$ cat config.mk
export PLATFORM = sky130hd
export DESIGN_NAME = filtro_vagas_flat
export DESIGN_NICKNAME = d
export VERILOG_FILES = /design/src/rtl/filtro_vagas_if.sv /design/src/rtl/filtro_vagas.sv /design/src/flat_wrapper.sv
export SDC_FILE = /design/constraint.sdc
export NUM_CORES = 1
export LEC_CHECK = 0
export ABC_AREA = 1
export CAP_MARGIN = 30
export CORE_UTILIZATION = 51
export CTS_CLUSTER_SIZE = 20
export DETAILED_ROUTE_END_ITERATION = 7
export GPL_ROUTABILITY_DRIVEN = 1
export GPL_TIMING_DRIVEN = 0
export PLACE_DENSITY_LB_ADDON = 0.2
export SLEW_MARGIN = 30
export SYNTH_ARGS = -nofsm -noshare
export SYNTH_HDL_FRONTEND = slang
export SYNTH_SLANG_ARGS = --single-unit
$ cat constraint.sdc
create_clock -name Clock -period 6.1 [get_ports Clock]
set_clock_uncertainty 0.05 [all_clocks]
set_input_delay 1.22 -clock Clock [delete_from_list [all_inputs] [get_ports Clock]]
set_output_delay 1.22 -clock Clock [all_outputs]
set_load 0.05 [all_outputs]
$ cat src/rtl/filtro_vagas_if.sv
// Sensor-vector bus between the slot conditioner and its neighbours.
// Combinational only: carries raw sensors and sample strobe in, clean occupancy and events out.
// No backpressure: every output is a level or a single-cycle pulse.
interface filtro_vagas_if #(
  parameter int N_VAGAS = 8,
  parameter int CNT_W   = 8
);
  logic [N_VAGAS-1:0] VagasBrutas;
  logic               SampleEn;
  logic [N_VAGAS-1:0] Vagas;
  logic               Ocupou;
  logic               Liberou;
  logic [CNT_W-1:0]   ContEntradas;

  // Producer of raw sensors / consumer of the clean vector
  modport master (
    output VagasBrutas, SampleEn,
    input  Vagas, Ocupou, Liberou, ContEntradas
  );

  // The conditioner itself
  modport slave (
    input  VagasBrutas, SampleEn,
    output Vagas, Ocupou, Liberou, ContEntradas
  );
endinterface

$ cat src/rtl/filtro_vagas.sv
// Per-slot sensor synchronizer + debouncer with arrival/departure pulses and saturating arrival count.
// Latency: 2 sync edges + DEBOUNCE qualifying SampleEn edges from raw change to Vagas update.
// No backpressure: outputs are levels and one-cycle pulses; SampleEn only paces the debounce counters.
module filtro_vagas #(
  parameter int N_VAGAS  = 8,
  parameter int DEBOUNCE = 4,
  parameter int CNT_W    = 8
) (
  input  logic            Clock,
  input  logic            ResetN,
  filtro_vagas_if.slave   bus
);

  typedef enum logic {ESTAVEL = 1'b0, CONTANDO = 1'b1} estado_e;

  localparam logic [CNT_W-1:0] CNT_LAST = CNT_W'(DEBOUNCE - 1);

  logic [N_VAGAS-1:0] s1_q, s2_q;
  logic [N_VAGAS-1:0] vagas_q, vagas_d;
  logic [N_VAGAS-1:0] rise, fall;
  estado_e            state_q [N_VAGAS];
  estado_e            state_d [N_VAGAS];
  logic [CNT_W-1:0]   cnt_q   [N_VAGAS];
  logic [CNT_W-1:0]   cnt_d   [N_VAGAS];
  logic [CNT_W-1:0]   cnt_base;
  logic               ocupou_q, liberou_q;
  logic [CNT_W-1:0]   cont_q, cont_d;
  logic [CNT_W:0]     n_rise, soma;

  // Two-flop synchronizer per slot; runs every edge regardless of SampleEn
  always_ff @(posedge Clock or negedge ResetN) begin
    if (!ResetN) begin
      s1_q <= '0;
      s2_q <= '0;
    end else begin
      s1_q <= bus.VagasBrutas;
      s2_q <= s1_q;
    end
  end

  // Per-slot debounce FSM next state: a mismatch counts on strobes, a match always clears
  always_comb begin
    vagas_d  = vagas_q;
    cnt_base = '0;
    for (int i = 0; i < N_VAGAS; i++) begin
      state_d[i] = ESTAVEL;
      cnt_d[i]   = '0;
      if (s2_q[i] != vagas_q[i]) begin
        // Coming from ESTAVEL always starts a fresh count
        cnt_base = (state_q[i] == CONTANDO) ? cnt_q[i] : '0;
        if (!bus.SampleEn) begin
          state_d[i] = CONTANDO;
          cnt_d[i]   = cnt_base;
        end else if (cnt_base == CNT_LAST) begin
          vagas_d[i] = s2_q[i];
        end else begin
          state_d[i] = CONTANDO;
          cnt_d[i]   = cnt_base + CNT_W'(1);
        end
      end
    end
  end

  // Per-slot FSM state and counter registers
  always_ff @(posedge Clock or negedge ResetN) begin
    if (!ResetN) begin
      for (int i = 0; i < N_VAGAS; i++) begin
        state_q[i] <= ESTAVEL;
        cnt_q[i]   <= '0;
      end
    end else begin
      for (int i = 0; i < N_VAGAS; i++) begin
        state_q[i] <= state_d[i];
        cnt_q[i]   <= cnt_d[i];
      end
    end
  end

  // Edge detection and saturating arrival count (sum one bit wider, then clamp)
  always_comb begin
    rise   = vagas_d & ~vagas_q;
    fall   = ~vagas_d & vagas_q;
    n_rise = '0;
    for (int i = 0; i < N_VAGAS; i++) begin
      n_rise = n_rise + (CNT_W + 1)'(rise[i]);
    end
    soma   = {1'b0, cont_q} + n_rise;
    cont_d = soma[CNT_W] ? {CNT_W{1'b1}} : soma[CNT_W-1:0];
  end

  // Clean vector, event pulses and arrival counter update together
  always_ff @(posedge Clock or negedge ResetN) begin
    if (!ResetN) begin
      vagas_q   <= '0;
      ocupou_q  <= 1'b0;
      liberou_q <= 1'b0;
      cont_q    <= '0;
    end else begin
      vagas_q   <= vagas_d;
      ocupou_q  <= |rise;
      liberou_q <= |fall;
      cont_q    <= cont_d;
    end
  end

  assign bus.Vagas        = vagas_q;
  assign bus.Ocupou       = ocupou_q;
  assign bus.Liberou      = liberou_q;
  assign bus.ContEntradas = cont_q;

endmodule

$ cat src/flat_wrapper.sv
// flat-port wrapper written by rule: the top's interface ports become plain ports
module filtro_vagas_flat 
#(
  parameter int N_VAGAS  = 8,
  parameter int DEBOUNCE = 4,
  parameter int CNT_W    = 8
)
  (Clock, ResetN, bus_VagasBrutas, bus_SampleEn, bus_Vagas, bus_Ocupou, bus_Liberou, bus_ContEntradas);
  filtro_vagas_if #(.N_VAGAS(N_VAGAS), .CNT_W(CNT_W)) bus_i ();
  input  logic Clock;
  input  logic ResetN;
  input wire logic [$bits(bus_i.VagasBrutas)-1:0] bus_VagasBrutas;
  input wire logic [$bits(bus_i.SampleEn)-1:0] bus_SampleEn;
  output wire logic [$bits(bus_i.Vagas)-1:0] bus_Vagas;
  output wire logic [$bits(bus_i.Ocupou)-1:0] bus_Ocupou;
  output wire logic [$bits(bus_i.Liberou)-1:0] bus_Liberou;
  output wire logic [$bits(bus_i.ContEntradas)-1:0] bus_ContEntradas;
  assign bus_i.VagasBrutas = bus_VagasBrutas;
  assign bus_i.SampleEn = bus_SampleEn;
  assign bus_Vagas = bus_i.Vagas;
  assign bus_Ocupou = bus_i.Ocupou;
  assign bus_Liberou = bus_i.Liberou;
  assign bus_ContEntradas = bus_i.ContEntradas;
  filtro_vagas #(.N_VAGAS(N_VAGAS), .DEBOUNCE(DEBOUNCE), .CNT_W(CNT_W)) u_core (.Clock(Clock), .ResetN(ResetN), .bus(bus_i));
endmodule
==> results of run 1 <==
power by group through the flow:
stage	Sequential [uW]	Combinational [uW]	Clock, uW
floorplan	899	217	0
CTS	806	445	595
global route	815	486	618
detailed placement	819	438	0
finish	807	440	581
global placement	818	425	0
per-stage QoR:
step                std cells  total power, uW    util  setup WS (ps)  area, um^2
finish                    928             1828  0.6020          930.7        6669
global route              928             1919  0.6020          605.8        6669
CTS                       928             1846  0.6020          937.0        6669
detailed placement        913             1257  0.5760          604.9        6381
global placement          912             1242  0.5734         -380.5        6352
floorplan                 745             1116       -          977.5        5907
worst reg2reg max path: cells and delay by family (launching register included):
family,cells,cell delay (ps)
DFF,1,410
adders and majority gates,7,2660
and+or+nand+nor,11,1130
AOI/OAI and AO/OA,2,290
buffers and inverters,5,390
cell type report:
type                       instances  area share
inverter                          85     0.04784
multi-input combinational        535      0.4161
tap                              140     0.02627
clock inverter                     2    0.005629
sequential                       106      0.3977
timing repair buffer              28     0.04484
clock buffer                      13     0.03752
buffer                            19     0.02402
registers in the layout (all words and copies together), names as in the netlist:
| signal | cells |
|---|---|
| u_core.bus.ContEntradas | 8 |
| u_core.bus.Liberou | 1 |
| u_core.bus.Ocupou | 1 |
| u_core.bus.Vagas | 8 |
| u_core.cnt_q | 64 |
| u_core.s1_q | 8 |
| u_core.s2_q | 8 |
| u_core.state_q | 8 |
routing by layer:
metal	up-vias	global-route usage
met4	0	0.09619
met5	-	0
met1	2292	0.3050
met3	18	0.04149
li1	2439	-
met2	87	0.3863
synthesized netlist by cell type, types with 3 or more instances:
cell | instances | area [um^2]
a211oi_1 | 7 | 52.55
a211oi_2 | 3 | 37.54
a21oi_1 | 22 | 110.1
buf_2 | 7 | 35.03
buf_4 | 3 | 22.52
buf_6 | 7 | 78.83
dfrtp_1 | 106 | 2653
fa_1 | 4 | 80.08
ha_1 | 21 | 262.8
inv_1 | 76 | 285.3
inv_2 | 9 | 33.78
nand2_1 | 193 | 724.4
nand2_2 | 17 | 106.4
nand2_4 | 3 | 33.78
nand3_1 | 63 | 315.3
nand4_1 | 14 | 87.58
nor2_1 | 114 | 427.9
nor2_2 | 15 | 93.84
nor2_4 | 6 | 67.56
nor3_1 | 9 | 45.04
o21ai_0 | 11 | 55.05
o21ai_1 | 4 | 20.02
o21ai_2 | 3 | 26.28
xor2_1 | 9 | 78.83
worst paths after layout:
| check | from | to | slack, ps |
|---|---|---|---|
| max | bus_SampleEn | u_core.bus.ContEntradas[2] | 930 |
| min | u_core.s1_q[5] | u_core.s2_q[5] | 300 |
| max reg2reg | u_core.state_q[7] | u_core.bus.ContEntradas[2] | 1030 |
| min reg2reg | u_core.s1_q[5] | u_core.s2_q[5] | 300 |
| max in group asynchronous | ResetN | u_core.bus.Vagas[1] | 4520 |
| min in group asynchronous | ResetN | u_core.cnt_q[2] | 810 |
logic make-up after synthesis:
group                      after synthesis  share of synthesized area
xor gates and xnor gates                11                    0.01631
DFF                                    106                     0.4491
adders and majority gates               25                    0.05804
buffers and inverters                  104                    0.08113
and+or+nand+nor                        442                     0.3340
AOI/OAI and AO/OA                       57                    0.06143
==> metrics.cfg, run 1 <==
[critical_path]
crit_top_cell = fa_1
arrival_ps = 5340
rr_worst_depth = 25
crit_cells = 22
path_buf_inv = 4
path_class = in -> reg
critPathTopFamily = adder cells
crit_fanout = 8
end_kind = flip-flop
cp_slowest_stage_delay_ps = 550
crit_required_ps = 6270
slowest_stage = fa_1
cp_cell_sequence = buf_6, nand2_4, inv_1, nand2_1, nor2_2, nand2_2, o21ai_2, nor2_2, ha_1, inv_1, fa_1, fa_1, inv_1, fa_1, ha_1, fa_1, nand3_1, nand3_1, nand2_1, nand2_1, nand3_1, o21ai_0
start_kind = input port

[clock_network]
numCtsBuffers = 9
clk_path_buf_depth = 2
cts.sinks = 106
clk_transition_reported_paths_ps = 70
cts_tree = done
cts_hold_buf = 0
cts_setup_buffers = 0
clkLatencyLatePin_ps = 350
cts_resized = 0
cts_max_level = 3
cts_root_buf = clkbuf_16

[floorplanning]
core-area_mm2 = 0.01108
die-area_mm2 = 0.01202
die_x_um = 109.6
initial_core_util = 0.5332
rows = 38
fp.dieH_um = 109.6
io_pins = 29

[final_layout]
multiInputGateArea_mm2 = 0.002775
num_antenna_cells = 0
drive_gt1_frac = 0.1180
seq_area_mm2 = 0.002653
areaGrowthSynthToFinish_pct = 12.90
final_nets = 820
final_common_cell = nand2_1
fillCellCount = 978
most-common-layout-cells = 193 x nand2_1, 114 x nor2_1, 106 x dfrtp_1

[drt]
remaining_drc_errors = 0
met2WireLength_um = 6012
dr.first_iter.drc_count = 241
avgRoutedWirePerCell_um = 13.60
dr.max_layer_used = met4
routed_via_density = 5.211
wl_met1_um = 5899
wl_met3_um = 462
routed_wl_um = 12620
drtAntennaViolNets = 0
num_vias = 4836
drt-pass1-iter-count = 5

[sta]
final-hold-violation-count = 0
tightest_slew_ps = 618.4
max_freq_mhz = 193.4
relSlewSlack = 0.5877
hold_ws_ps = 299.5
final.period_utilization = 0.8474
rsz0062_at_grt = false
setup_viol = 0
setup_tns_ps = 0
min_period_ps = 5169
slew_viol_final = 0

[global_route]
antenna_found_initial = 0
grt_pass1_wl_um = 21510
grt_pass1_vias = 4756
grt_usage = 0.2342
overflow = 0
grt_max_degree = 65

[yosys]
synth_nets = 781
synth-edff-count = 0
postSynthCellCount = 745
ys_seq_area_frac = 0.4491
synthArstFlopShare = 1.000
yosys_register_bits = 106
synth.avg_cell_area_um2 = 7.929
synth_flop_cell = dfrtp_1
synth_warnings = 0
synth_area_mm2 = 0.005907
synth.distinct_cells = 38

[placed_design]
dpl.hpwl_um = 9179
finalWeightedCongestion = 0.8719
io_buffers = 27

[power_and_ir_drop]
leakagePower_uw = 0.003554
powerDensity_mw_per_mm2 = 274.0
switchingPower_uw = 592.0
seqPwrFrac = 0.441
combPwrFrac = 0.241
ir_drop_mv = 0.1943
internal-power_uw = 1236
switching_share = 0.3239
p_clk_frac = 0.318

[flow_run]
maxCapViolCount = 0

[worst_hold_path]
holdPathStages = 0
hold_path_class = reg -> reg

[status]
status = finished, final reports clean

No activity file was read; power rests on OpenSTA's default activity.
==> inputs of run 2 (changes only) <==
==> constraint.sdc (replaced) <==
create_clock -name Clock -period 5.2 [get_ports Clock]
set_clock_uncertainty 0.05 [all_clocks]
set_input_delay 1.04 -clock Clock [delete_from_list [all_inputs] [get_ports Clock]]
set_output_delay 1.04 -clock Clock [all_outputs]
set_load 0.05 [all_outputs]
==> metrics.cfg, run 2 (synthesized netlist as in run 1, its figures left out) <==
[clock_network]
cts_max_level = 3  ; unchanged
cts.sinks = 106  ; unchanged
clk_transition_reported_paths_ps = 70  ; about the same
clk_path_buf_depth = 2  ; unchanged
clkLatencyLatePin_ps = 350  ; about the same
cts_tree = done
cts_hold_buf = 0  ; unchanged
cts_root_buf = clkbuf_16
numCtsBuffers = 9  ; unchanged

[power_and_ir_drop]
p_clk_frac = 0.317  ; about the same
ir_drop_mv = 0.2283  ; +17%
internal-power_uw = 1453  ; +18%
switchingPower_uw = 696.0  ; +18%
switching_share = 0.3239  ; about the same
finalPower_uw = 2149  ; +18%
seqPwrFrac = 0.440  ; about the same
combPwrFrac = 0.243  ; +0.002
leakagePower_uw = 0.003557  ; about the same
powerDensity_mw_per_mm2 = 321.2  ; +17%

[sta]
slew_viol_final = 0  ; unchanged
relSlewSlack = 0.5872  ; about the same
setup_viol = 0  ; unchanged
min_period_ps = 4824
tightest_slew_ps = 619.3  ; +0.8494 ps
final.period_utilization = 0.9277
max_freq_mhz = 207.3
hold_ws_ps = 299.5  ; +0.001000 ps
final-hold-violation-count = 0  ; unchanged

[critical_path]
slowest_stage = fa_1
cp_slowest_stage_delay_ps = 550  ; about the same
path_class = reg -> reg
crit_required_ps = 5380  ; -890 ps
start_kind = flip-flop
arrival_ps = 5010  ; -330 ps
end_kind = flip-flop
crit_fanout = 10  ; +2

[final_layout]
largest_reg_flops = 64  ; unchanged
fillCellCount = 970  ; -0.82%
most-common-layout-cells = 193 x nand2_1, 114 x nor2_1, 106 x dfrtp_1
final_common_cell = nand2_1
stdcell_area_mm2 = 0.006691  ; +0.34%
areaGrowthSynthToFinish_pct = 13.28
regMostFlops = u_core.cnt_q
final_nets = 821  ; +0.12%
num_antenna_cells = 0  ; unchanged
drive_gt1_frac = 0.1217  ; +0.003653

[floorplanning]
initial_core_util = 0.5332  ; unchanged
die-area_mm2 = 0.01202  ; unchanged
fp.dieH_um = 109.6  ; unchanged
core-area_mm2 = 0.01108  ; unchanged
io_pins = 29  ; unchanged
rows = 38  ; unchanged
die_x_um = 109.6  ; unchanged

[drt]
drt-pass1-iter-count = 5  ; unchanged
routed_via_density = 5.241  ; +0.57%
num_vias = 4869  ; +0.68%
avgRoutedWirePerCell_um = 13.59  ; about the same
remaining_drc_errors = 0  ; unchanged
routed_wl_um = 12630  ; about the same
dr.first_iter.drc_count = 256  ; +6.2%
drtAntennaViolNets = 0  ; unchanged

[global_route]
grt_max_degree = 65  ; unchanged
overflow = 0  ; unchanged
grt_pass1_wl_um = 21510  ; unchanged
grt_usage = 0.2342  ; unchanged
antenna_found_initial = 0  ; unchanged
grt_pass1_vias = 4756  ; unchanged

[status]
status = finished, final reports clean

[placed_design]
io_buffers = 27  ; unchanged
dpl.hpwl_um = 9179  ; unchanged
place_area_mm2 = 0.006381  ; unchanged
finalWeightedCongestion = 0.8719  ; unchanged

[flow_run]
maxCapViolCount = 0  ; unchanged

[worst_hold_path]
hold_path_class = reg -> reg

run 2: final timing paths:
path	start	to	slack, ps	depth (start not counted)
min	u_core.s1_q[5]	u_core.s2_q[5]	300	0
min reg2reg	u_core.s1_q[5]	u_core.s2_q[5]	300	0
max in group asynchronous	ResetN	u_core.bus.Vagas[1]	3810	2
max	u_core.state_q[7]	u_core.bus.ContEntradas[2]	380	25
max reg2reg	u_core.state_q[7]	u_core.bus.ContEntradas[2]	380	25
min in group asynchronous	ResetN	u_core.cnt_q[2]	630	1
run 2: worst max-delay path, delay by kind of cell, from the launching register on:
kind            cells  cell delay (ps)
buf+inv             5              380
simple gates       11             1020
compound gates      2              240
fa+ha+maj           7             2610
flops               1              390
run 2: layout make-up:
| class | instances | area [um^2] | share of cell area |
|---|---|---|---|
| buffer | 19 | 160.2 | 0.02393 |
| timing repair buffer | 29 | 306.5 | 0.04581 |
| multi-input combinational | 535 | 2790 | 0.4170 |
| clock buffer | 13 | 250.2 | 0.03740 |
| clock inverter | 2 | 37.54 | 0.005610 |
| tap | 140 | 175.2 | 0.02618 |
| sequential | 106 | 2653 | 0.3964 |
| inverter | 85 | 319.1 | 0.04768 |
run 2: metrics by stage:
step             util  setup TNS, ps  setup slack [ps]  instances
5_1_grt        0.6040         -2.314            -2.314        929
4_1_cts        0.6020              0             145.2        928
3_3_place_gp   0.5734        -115870             -1101        912
3_5_place_dp   0.5760         -554.9            -115.1        913
2_1_floorplan       -              0             257.5        745
6_report       0.6040              0             376.1        929
run 2: repair_timing:
| item | in CTS | in global routing |
|---|---|---|
| resized for setup | 0 | 3 |
| endpoints found under the hold margin | 0 | 0 |
| setup endpoints to repair | 0 | 8 |
| buffers inserted | 0 | 1 |
run 2: power by group through the flow:
stage               combinational (uW)  clock (uW)  sequential, uW
detailed placement                 514           0             961
global placement                   498           0             959
global route                       575         726             955
finish                             523         681             946
CTS                                522         698             946
floorplan                          254           0            1060
run 2: metal layers:
metal | track usage | wire, um | up-vias
met1 | 0.3050 | 5963 | 2320
met2 | 0.3863 | 6041 | 88
met3 | 0.04149 | 377 | 18
met4 | 0.09619 | 244 | 0
li1 | - | - | 2443
met5 | 0 | 0 | -
==> inputs of run 3 (changes only) <==
--- a/config.mk
+++ b/config.mk
@@ -6,7 +6,7 @@
 export NUM_CORES = 1
 export LEC_CHECK = 0
 export ABC_AREA = 1
-export CAP_MARGIN = 30
+export CAP_MARGIN = 20
 export CORE_UTILIZATION = 51
 export CTS_CLUSTER_SIZE = 20
 export DETAILED_ROUTE_END_ITERATION = 7
@@ -17,3 +17,4 @@
 export SYNTH_ARGS = -nofsm -noshare
 export SYNTH_HDL_FRONTEND = slang
 export SYNTH_SLANG_ARGS = --single-unit
+export TNS_END_PERCENT = 20
==> results of run 3 <==
Final layout, timing and power as in run 2 (identical DEF).
